--- src/rtl/fetch_pkg.sv ---
// Shared types and default widths for the 9-bit processor fetch stage.
package fetch_pkg;
  localparam int DEF_PC_W      = 10;
  localparam int DEF_INSTR_W   = 9;
  localparam int DEF_LUT_IDX_W = 4;
  localparam logic [DEF_INSTR_W-1:0] HALT_INSTR = 9'h1FF;

  typedef enum logic [1:0] {IDLE, RUN, HALT_PEND, HALT} fetch_state_e;
endpackage

--- src/rtl/fetch_if.sv ---
// Fetch-stage bus: control inputs, ROM port, LUT write port and decode-side outputs.
interface fetch_if #(
  parameter int PC_W      = fetch_pkg::DEF_PC_W,
  parameter int INSTR_W   = fetch_pkg::DEF_INSTR_W,
  parameter int LUT_IDX_W = fetch_pkg::DEF_LUT_IDX_W
);
  logic                 start;
  logic                 stall;
  logic                 branch_en;
  logic [LUT_IDX_W-1:0] branch_idx;
  logic                 lut_we;
  logic [LUT_IDX_W-1:0] lut_waddr;
  logic [PC_W-1:0]      lut_wdata;
  logic [PC_W-1:0]      imem_addr;
  logic [INSTR_W-1:0]   imem_rdata;
  logic [INSTR_W-1:0]   instr_out;
  logic [PC_W-1:0]      pc_out;
  logic                 instr_valid;
  logic                 done;

  modport master (
    input  start, stall, branch_en, branch_idx, lut_we, lut_waddr, lut_wdata, imem_rdata,
    output imem_addr, instr_out, pc_out, instr_valid, done
  );
  modport slave (
    output start, stall, branch_en, branch_idx, lut_we, lut_waddr, lut_wdata, imem_rdata,
    input  imem_addr, instr_out, pc_out, instr_valid, done
  );
endinterface

--- src/rtl/branch_lut.sv ---
// Branch-target register file: one synchronous write port, one asynchronous read port.
module branch_lut #(
  parameter int PC_W  = 10,
  parameter int IDX_W = 4
) (
  input  logic             clk,
  input  logic             rst_n,
  input  logic             we,
  input  logic [IDX_W-1:0] waddr,
  input  logic [PC_W-1:0]  wdata,
  input  logic [IDX_W-1:0] raddr,
  output logic [PC_W-1:0]  rdata
);
  logic [2**IDX_W-1:0][PC_W-1:0] mem_q, mem_d;

  always_comb begin
    mem_d = mem_q;
    if (we) mem_d[waddr] = wdata;
  end

  always_ff @(posedge clk or negedge rst_n) begin
    if (!rst_n) mem_q <= '0;
    else        mem_q <= mem_d;
  end

  // Read sees the pre-edge contents, so a same-edge write to the branch index is not forwarded.
  assign rdata = mem_q[raddr];
endmodule

--- src/rtl/fetch_unit.sv ---
// Instruction-fetch stage: PC, ROM addressing, IF output register, LUT branches and HALT detection.
module fetch_unit import fetch_pkg::*; #(
  parameter int PC_W      = DEF_PC_W,
  parameter int INSTR_W   = DEF_INSTR_W,
  parameter int LUT_IDX_W = DEF_LUT_IDX_W,
  parameter logic [INSTR_W-1:0] HALT_WORD = HALT_INSTR
) (
  input  logic    clk,
  input  logic    reset,
  fetch_if.master bus
);
  fetch_state_e       state_q, state_d;
  logic [PC_W-1:0]    pc_q, pc_d;
  logic [INSTR_W-1:0] instr_q, instr_d;
  logic [PC_W-1:0]    pc_out_q, pc_out_d;
  logic               vld_q, vld_d;
  logic               done_q, done_d;
  logic [PC_W-1:0]    lut_rdata;

  branch_lut #(.PC_W(PC_W), .IDX_W(LUT_IDX_W)) u_lut (
    .clk   (clk),
    .rst_n (reset),
    .we    (bus.lut_we),
    .waddr (bus.lut_waddr),
    .wdata (bus.lut_wdata),
    .raddr (bus.branch_idx),
    .rdata (lut_rdata)
  );

  always_comb begin
    state_d  = state_q;
    pc_d     = pc_q;
    instr_d  = instr_q;
    pc_out_d = pc_out_q;
    vld_d    = vld_q;
    done_d   = done_q;
    if (bus.start) begin
      state_d = IDLE;
      pc_d    = '0;
      vld_d   = 1'b0;
      done_d  = 1'b0;
    end else if (!bus.stall) begin
      unique case (state_q)
        IDLE: state_d = RUN;
        RUN: begin
          if (bus.branch_en) begin
            // Squash the word fetched down the fall-through path.
            pc_d  = lut_rdata;
            vld_d = 1'b0;
          end else begin
            instr_d  = bus.imem_rdata;
            pc_out_d = pc_q;
            vld_d    = 1'b1;
            if (bus.imem_rdata == HALT_WORD) state_d = HALT_PEND;
            else                             pc_d    = pc_q + PC_W'(1);
          end
        end
        HALT_PEND: begin
          state_d = HALT;
          vld_d   = 1'b0;
          done_d  = 1'b1;
        end
        HALT: ;
        default: state_d = IDLE;
      endcase
    end
  end

  always_ff @(posedge clk or negedge reset) begin
    if (!reset) begin
      state_q  <= IDLE;
      pc_q     <= '0;
      instr_q  <= '0;
      pc_out_q <= '0;
      vld_q    <= 1'b0;
      done_q   <= 1'b0;
    end else begin
      state_q  <= state_d;
      pc_q     <= pc_d;
      instr_q  <= instr_d;
      pc_out_q <= pc_out_d;
      vld_q    <= vld_d;
      done_q   <= done_d;
    end
  end

  assign bus.imem_addr   = pc_q;
  assign bus.instr_out   = instr_q;
  assign bus.pc_out      = pc_out_q;
  assign bus.instr_valid = vld_q;
  assign bus.done        = done_q;
endmodule
--- src/flat_wrapper.sv ---
// flat-port wrapper written by rule: the top's interface ports become plain ports
module fetch_unit_flat import fetch_pkg::*;
#(
  parameter int PC_W      = DEF_PC_W,
  parameter int INSTR_W   = DEF_INSTR_W,
  parameter int LUT_IDX_W = DEF_LUT_IDX_W,
  parameter logic [INSTR_W-1:0] HALT_WORD = HALT_INSTR
)
  (clk, reset, bus_start, bus_stall, bus_branch_en, bus_branch_idx, bus_lut_we, bus_lut_waddr, bus_lut_wdata, bus_imem_rdata, bus_imem_addr, bus_instr_out, bus_pc_out, bus_instr_valid, bus_done);
  fetch_if #(.PC_W(PC_W), .INSTR_W(INSTR_W), .LUT_IDX_W(LUT_IDX_W)) bus_i ();
  input  logic clk;
  input  logic reset;
  input wire logic [$bits(bus_i.start)-1:0] bus_start;
  input wire logic [$bits(bus_i.stall)-1:0] bus_stall;
  input wire logic [$bits(bus_i.branch_en)-1:0] bus_branch_en;
  input wire logic [$bits(bus_i.branch_idx)-1:0] bus_branch_idx;
  input wire logic [$bits(bus_i.lut_we)-1:0] bus_lut_we;
  input wire logic [$bits(bus_i.lut_waddr)-1:0] bus_lut_waddr;
  input wire logic [$bits(bus_i.lut_wdata)-1:0] bus_lut_wdata;
  input wire logic [$bits(bus_i.imem_rdata)-1:0] bus_imem_rdata;
  output wire logic [$bits(bus_i.imem_addr)-1:0] bus_imem_addr;
  output wire logic [$bits(bus_i.instr_out)-1:0] bus_instr_out;
  output wire logic [$bits(bus_i.pc_out)-1:0] bus_pc_out;
  output wire logic [$bits(bus_i.instr_valid)-1:0] bus_instr_valid;
  output wire logic [$bits(bus_i.done)-1:0] bus_done;
  assign bus_i.start = bus_start;
  assign bus_i.stall = bus_stall;
  assign bus_i.branch_en = bus_branch_en;
  assign bus_i.branch_idx = bus_branch_idx;
  assign bus_i.lut_we = bus_lut_we;
  assign bus_i.lut_waddr = bus_lut_waddr;
  assign bus_i.lut_wdata = bus_lut_wdata;
  assign bus_i.imem_rdata = bus_imem_rdata;
  assign bus_imem_addr = bus_i.imem_addr;
  assign bus_instr_out = bus_i.instr_out;
  assign bus_pc_out = bus_i.pc_out;
  assign bus_instr_valid = bus_i.instr_valid;
  assign bus_done = bus_i.done;
  fetch_unit #(.PC_W(PC_W), .INSTR_W(INSTR_W), .LUT_IDX_W(LUT_IDX_W), .HALT_WORD(HALT_WORD)) u_core (.clk(clk), .reset(reset), .bus(bus_i));
endmodule
--- config.mk ---
export PLATFORM = sky130hd
export DESIGN_NAME = fetch_unit_flat
export DESIGN_NICKNAME = d
export VERILOG_FILES = /design/src/rtl/fetch_pkg.sv /design/src/rtl/fetch_if.sv /design/src/rtl/branch_lut.sv /design/src/rtl/fetch_unit.sv /design/src/flat_wrapper.sv
export SDC_FILE = /design/constraint.sdc
export NUM_CORES = 1
export LEC_CHECK = 0
export ABC_AREA = 1
export BUFFER_PORTS_ARGS = -buffer_cell sky130_fd_sc_hd__buf_2
export CAP_MARGIN = 10
export CORE_UTILIZATION = 35
export DETAILED_ROUTE_END_ITERATION = 12
export RECOVER_POWER = 25
export SKIP_CTS_REPAIR_TIMING = 1
export SLEW_MARGIN = 0
export SYNTH_ARGS = -nofsm -noshare
export SYNTH_HDL_FRONTEND = slang
export SYNTH_SLANG_ARGS = --single-unit
export TNS_END_PERCENT = 10
--- constraint.sdc ---
create_clock -name clk -period 1.5 [get_ports clk]
set_input_delay 0.3 -clock clk [delete_from_list [all_inputs] [get_ports clk]]
set_output_delay 0.3 -clock clk [all_outputs]
set_load 0.01 [all_outputs]
Word-level counts from Yosys, hierarchy flattened --
Cells that the tools add are included.
Operators by class: add/subtract/negate cells 1, order comparisons 3, equality and inequality tests 7, mux-type cells 22, bitwise operators 3, reduce and logical (&&, ||, !) cells 11
Operator list (count):
- 160-bit bitwise mux | 1
- 10-bit two-way mux | 7
- 10-bit binary-select mux with 4-bit select | 1
- 10-bit demux with 4-bit select | 1
- 10-bit by 1-bit adder with 10-bit output, second input constant | 1
- 4-bit by 5-bit < comparator with 1-bit output, second input constant | 2
- 9-bit == test, second input constant | 1
- 2-bit two-way mux | 4
- 4-bit AND reduction | 2
- 1-bit two-way mux | 6
- 3-bit != test, second input constant | 2
- 2-bit one-hot mux with 3 select lines | 1
- 4-bit by 1-bit greater-or-equal comparator with 1-bit output, second input constant | 1
- 2-bit AND reduction | 2
- 2-bit nonzero test | 2
- 4-bit nonzero test | 1
- 3-bit by 2-bit != test with 1-bit output, second input constant | 1
- 1-bit inverter | 3
- 3-bit AND reduction | 1
- 3-bit nonzero test | 1
- 2-bit by 1-bit == test with 1-bit output, second input constant | 1
- 2-bit == test, second input constant | 1
- 2-bit zero test | 1
- 2-bit != test, second input constant | 1
- other kinds (2) | 2
Word-level totals: bits in registers 193, output and inout bits 31, logic and storage cells 69

Depth between registers and ports, before layout --
Gate-level depths: netlist (run 1).
word-level depth 6, mapped depth 13

Modules after synthesis --
From an unflattened synthesis (run 1), not the netlist that was laid out.
Second synthesis, totals: cell total of the unflattened synthesis 1254, area total of the unflattened synthesis 9531.6 µm²
By module, submodules not included:
- branch_lut | instances 1, cells an instance 1047, area each 7798.7 µm², sequential area each 4003.8 µm²
- fetch_unit | instances 1, cells an instance 207, area each 1732.9 µm², sequential area each 825.8 µm²

Least setup slack after synthesis (run 1) --
Ideal clock, no wire load.
path type flip-flop to flip-flop, start register u_core.state_q[1], end register u_core.pc_out_q[1] (netlist: u_core.bus.pc_out[1]), arrival time 1.361 ns, data required time 1.373 ns, path slack 0.012 ns, stages on the path, launching flop included 8, buffers on the path 1, path through dfrtp_1 > inv_1 > ha_1 > inv_1 > nor2_2 > nand3_4 > buf_6 > mux2_1
Between the ends: cells in the longest elaborated chain, start to end 2
Ends and longest elaborated chain:
- start, declared | RTL line fetch_unit.sv:12 | fetch_state_e state_q, state_d;
- start signal, assigned | RTL line fetch_unit.sv:78 | state_q <= state_d;
- 2-bit by 1-bit == test with 1-bit output | RTL line fetch_unit.sv:43 | unique case (state_q)
- 4-bit AND reduction (no line)
- end signal, assigned | RTL line fetch_unit.sv:81 | pc_out_q <= pc_out_d;
- end, declared | RTL line fetch_unit.sv:15 | logic [PC_W-1:0] pc_out_q, pc_out_d;
No other way between the ends. A chain may end at the register's enable or synchronous reset.

Final worst setup path (run 1) --
Ends and elaborated chain as after synthesis.

==> metrics.cfg, run 1 <==
[run_status]
outcome = finished clean

[clock_tree]
numCtsBuffers = 17
clockRootBuffer = clkbuf_16
cts.reportedPaths.clkPinSlew_ns = 0.07
cts_max_level = 4
cts_buffer_depth = 2
clk-insertion-delay-late_ns = 0.43
cts_tree = built
clkSinkCount = 193

[sta]
setup_viol = 0
fin_crit_sh = 0.9848
maxClockFrequency_ghz = 0.6769
rsz0062_at_grt = true
hold_slack_ns = 0.1026
slew_viol_final = 0
relSlewSlack = 0.6624
timing.setup.tns_ns = 0
worstMarginPinSlew_ns = 0.5058
fin_crit_ns = 1.477
finalHoldViolCount = 0
clock_skew_ns = 0.009652

[drt]
drc = 0
highest_layer = met4
drt_pass1_iterations = 5
wl_met2_um = 11410
wl_met3_um = 1131
drt_iter0_markers = 629
wl_um = 23950
wl_per_cell_um = 15.82
ant_nets = 0
routed_via_density = 4.989
wl_met1_um = 10970
vias = 7553

[layout]
multiInputGateArea_sq_um = 3546
stdcell_area_sq_um = 10680
mostFrequentLayoutCells = nand2_1 (241), dfrtp_1 (192), o21ai_0 (189), nor2_1 (107), nand3_1 (87)
diodes = 0
regArea_sq_um = 4831
final_common_cell = nand2_1
finalNetCount = 1208
fillers = 2560
drive_gt1_frac = 0.1622
syn_to_final_growth_pct = 17.89
post-route-util = 0.4229

[global_route]
antenna_found_initial = 0
overflow = 0
grt_max_degree = 59
grt_pass1_wl_um = 39500
globalRouteTotalUtil = 0.1933
first_global_vias = 7407

[logic_synthesis]
synth_area_leader_cell = dfrtp_1
syn_nets = 1133
ys_warn_count = 0
yosysTopAreaCellShare = 0.5331
syn_area_sq_um = 9059
synth-edff-count = 0
syn_inst = 1096
ys_seq_area_frac = 0.5331
syn_avg_cell_area_sq_um = 8.265
ys.flop_type = dfrtp_1
synthArstFlopShare = 1.000
synth.ff_latch_count = 193
yosys.cell_types.count = 32
synth_area_leaders = dfrtp_1 (53%), o21ai_0 (11%), nand2_1 (10%)

[floorplan]
die_w_um = 162.9
core_area_sq_um = 25250
fp.dieH_um = 162.9
ios = 64
num_rows = 58
start_util = 0.3587
dieArea_sq_um = 26530

[setup_path]
endpoint_kind = flip-flop
r2r_cells = 7
critPathLaunchType = flip-flop
reg2reg_from = u_core.state_q[1]
r2r-end = u_core.bus.pc_out[1]
cp.required_ns = 1.82
worstPathMaxFanout = 12
worst_ep_arrival_time_ns = 1.80
reg2reg_slack_ns = 0.02
path_class = flip-flop to flip-flop

[power]
powerDensity_nw_per_um2 = 1325
power_leakage_nw = 5.101
vdd_drop_max_mv = 0.8050
total_power_mw = 14.14

[min_path]
hold_path_class = input port to flip-flop
min_to = u_core.u_lut.mem_q[51]
min_delay_path_depth = 3
worstHoldStart = bus_lut_wdata[1]

[placement]
routabilityCongestion = 0.8015
place.port_buffers = 63
placed_area_sq_um = 10170
place_hpwl_um = 16530

[job]
max-cap-violations = 0

-- where the power goes --
| part | total [mW] | switching, mW | leakage, nW | internal, mW |
|---|---|---|---|---|
| clock network | 4.33 | 2.03 | 0.258 | 2.30 |
| registers | 6.93 | 0.569 | 2.43 | 6.36 |
| logic | 2.89 | 1.65 | 2.41 | 1.23 |
-- routing by layer --
metal | up-vias | global-route usage
met3 | 32 | 0.02852
met2 | 181 | 0.3190
met4 | 0 | 0.06797
met1 | 3602 | 0.2575
met5 | - | 0
li1 | 3738 | -
-- sequential cells by signal (all words and copies together) (netlist names) --
signal                  cells
u_core.bus.instr_valid      1
u_core.u_lut.mem_q        160
u_core.bus.imem_addr       10
u_core.state_q              2
u_core.bus.instr_out        9
u_core.bus.done             1
u_core.bus.pc_out          10
-- logic make-up (layout without fill, tap and decap cells) --
family / count (synthesis) / in the layout / share of synthesized area
compound gates: 278 / 278 / 0.1562
xor+xnor: 2 / 2 / 0.001934
fa+ha+maj: 4 / 4 / 0.005525
buf+inv: 150 / 238 / 0.08039
flops: 193 / 193 / 0.5331
mux: 12 / 12 / 0.01492
simple gates: 457 / 457 / 0.2079
-- area by class of cell --
cell class / count / share of cell area
Clock buffer: 21 / 0.04124
Clock inverter: 11 / 0.009959
Inverter: 73 / 0.02660
Multi-Input combinational cell: 753 / 0.3320
Sequential cell: 193 / 0.4524
Tap cell: 330 / 0.03866
Timing Repair Buffer: 133 / 0.09912
-- how the worst max path moves through the flow --
stage	from	to	slack, ns	cells past startpoint
6_report	u_core.state_q[1]	u_core.bus.pc_out[1]	0.02	7
5_1_grt	u_core.state_q[1]	u_core.bus.pc_out[1]	-0.05	7
3_3_place_gp	bus_branch_idx[0]	u_core.bus.imem_addr[4]	-0.13	9
3_5_place_dp	bus_branch_idx[0]	u_core.bus.imem_addr[7]	-0.16	11
2_1_floorplan	u_core.state_q[1]	u_core.bus.pc_out[1]	0.01	7
4_1_cts	u_core.state_q[1]	u_core.bus.imem_addr[3]	-0.13	10
-- critical path: stages (launching register included) --
cell	delay [ns]
dfrtp_1	0.38
inv_1	0.08
ha_1	0.16
inv_1	0.08
nor2_4	0.12
nand3_4	0.09
buf_12	0.16
mux2_1	0.31
-- cell usage after synthesis, types with 2 or more instances --
master    count
a21oi_1      49
buf_2        23
buf_4         8
buf_6        12
clkbuf_1     29
clkbuf_2      5
dfrtp_1     193
ha_1          4
inv_1        67
inv_2         3
mux2_2       11
nand2_1     243
nand3_1      86
nand4_1       3
nor2_1      115
nor2_2        4
o211ai_1      8
o21ai_0     191
o21ai_1      28
xor2_1        2
-- stage by stage --
step | worst slack [ns] | instances
after floorplan | 0.01160 | 1096
after global placement | -0.1344 | 1481
after detailed placement | -0.1565 | 1481
after CTS | -0.1309 | 1513
after global routing | -0.04594 | 1514
final | 0.02275 | 1514
Power figures use the tool's default switching activity.
==> inputs of run 2 (changes only) <==
SETUP_SLACK_MARGIN = 0.1   (was default)
==> run 2 against run 1 <==
  * Non-clock buffer count is the same
  * Cell area grew 0.98%
  * Largest power group unchanged
  * Clock power grew 8.3%
  * Count of clock-buffer cells in the layout shrank 1
==> metrics.cfg, run 2 (synthesized netlist as in run 1, its figures left out) <==
[layout]
syn_to_final_growth_pct = 19.05
finalNetCount = 1208
drive_gt1_frac = 0.1606
fillers = 2514
mostFrequentLayoutCells = nand2_1 (241), dfrtp_1 (192), o21ai_0 (190), nor2_1 (111), nand3_1 (87)
largest_register_ffs = 160
largest_register = u_core.u_lut.mem_q
layoutNonFillerInstCount = 1513
final_common_cell = nand2_1
diodes = 0
stdcell_area_sq_um = 10780

[clock_tree]
cts_tree = built
cts_buffer_depth = 2
cts_max_level = 4
numCtsBuffers = 17
clk-insertion-delay-late_ns = 0.43
clockRootBuffer = clkbuf_16
cts.reportedPaths.clkPinSlew_ns = 0.07
clkSinkCount = 193

[setup_path]
worst_ep_arrival_time_ns = 1.12
crit_chain = buf_4 -> buf_2
r2r-end = u_core.bus.pc_out[1]
reg2reg_from = u_core.state_q[1]
crit_family = flip-flops
crit_path_top_delay_cell = dfrtp_1
worstPathMaxFanout = 3
path_class = flip-flop to primary output
max_stage_delay_ns = 0.41
cp-endpoint = bus_imem_addr[1]
cp.required_ns = 1.20
endpoint_kind = primary output
crit_cells = 2
critPathLaunchType = flip-flop
cp-startpoint = u_core.bus.imem_addr[1]
reg2reg_slack_ns = 0.08
r2r_cells = 7
critPathBufInv = 2

[global_route]
grt_pass1_wl_um = 39790
overflow = 0
globalRouteTotalUtil = 0.1941
antenna_found_initial = 0
first_global_vias = 7316
grt_max_degree = 45

[power]
total_power_mw = 14.56
netSwitchingPower_mw = 4.259
powerDensity_nw_per_um2 = 1350
power_leakage_nw = 5.133
combPwrFrac = 0.201
vdd_drop_max_mv = 0.8968
pwr-share-seq = 0.477
internal_power_mw = 10.30
switching_share = 0.2925
power_frac_clock = 0.322

[drt]
drc = 0
ant_nets = 0
routed_via_density = 4.978
drt_iter0_markers = 661
wl_um = 24270
wl_per_cell_um = 16.04
vias = 7531
drt_pass1_iterations = 5

[floorplan]
dieArea_sq_um = 26530
fp.dieH_um = 162.9
ios = 64
die_w_um = 162.9
start_util = 0.3587
num_rows = 58
core_area_sq_um = 25250

[sta]
timing.setup.tns_ns = 0
fin_crit_sh = 0.9464
worstMarginPinSlew_ns = 0.7621
relSlewSlack = 0.4920
rsz0062_at_grt = true
slew_viol_final = 0
fin_crit_ns = 1.420
maxClockFrequency_ghz = 0.7044
clock_skew_ns = 0.01058
setup_viol = 0
finalWorstSetupSlack_ns = 0.08034
finalHoldViolCount = 0

[min_path]
hold_path_class = input port to flip-flop
min_delay_path_depth = 3

[placement]
dpl.cell_count = 1477
place.port_buffers = 63
place_hpwl_um = 16490
routabilityCongestion = 0.7934
placed_area_sq_um = 10160
place_ws_ns = -0.1562

[run_status]
outcome = finished clean

[job]
max-cap-violations = 0

-- run 2: per-stage QoR --
stage | utilization | hold WS, ns
6_report | 0.4270 | 0.1077
3_3_place_gp | 0.4022 | 0.2878
2_1_floorplan | - | 0.004409
4_1_cts | 0.4261 | -0.1763
3_5_place_dp | 0.4022 | 0.2907
5_1_grt | 0.4270 | 0.09412
-- run 2: area by class of cell --
class	instances	area, sq um	area share
multi-input combinational	753	3562	0.3303
timing repair buffer	133	1090	0.1011
clock inverter	11	157.7	0.01462
sequential	193	4831	0.4480
inverter	73	284.0	0.02634
clock buffer	20	446.7	0.04142
tap	330	412.9	0.03829
-- run 2: worst min path at each step --
stage	start	to	slack (ns)
final	bus_lut_wdata[3]	u_core.u_lut.mem_q[63]	0.11
after global routing	bus_imem_rdata[1]	u_core.bus.instr_out[1]	0.09
after CTS	reset	u_core.u_lut.mem_q[159]	-0.18
after detailed placement	reset	u_core.u_lut.mem_q[159]	0.29
after global placement	reset	u_core.u_lut.mem_q[119]	0.29
after floorplan	reset	u_core.bus.done	0.004
-- run 2: worst register-to-register path: cells and delay by family, from the launching register on --
family	cells	cell delay, ns
fa+ha+maj	1	0.13
buf+inv	3	0.29
flops	1	0.38
mux	1	0.29
simple gates	2	0.22
-- run 2: power by group through the flow --
stage	clock network, mW	logic [mW]	registers (mW)
2_1_floorplan	0	1.75	7.02
3_3_place_gp	0	2.81	7.00
3_5_place_dp	0	2.88	7.02
4_1_cts	4.78	2.89	6.93
5_1_grt	4.99	3.38	7.08
6_report	4.69	2.92	6.95
-- run 2: metal layers --
metal  global-route usage  wire, um  vias to the layer above
met3              0.03285       863                       22
met2               0.3126     11440                      148
met4              0.05395       296                        0
li1                     -         -                     3729
met5                    0         0                        -
met1               0.2681     11670                     3632
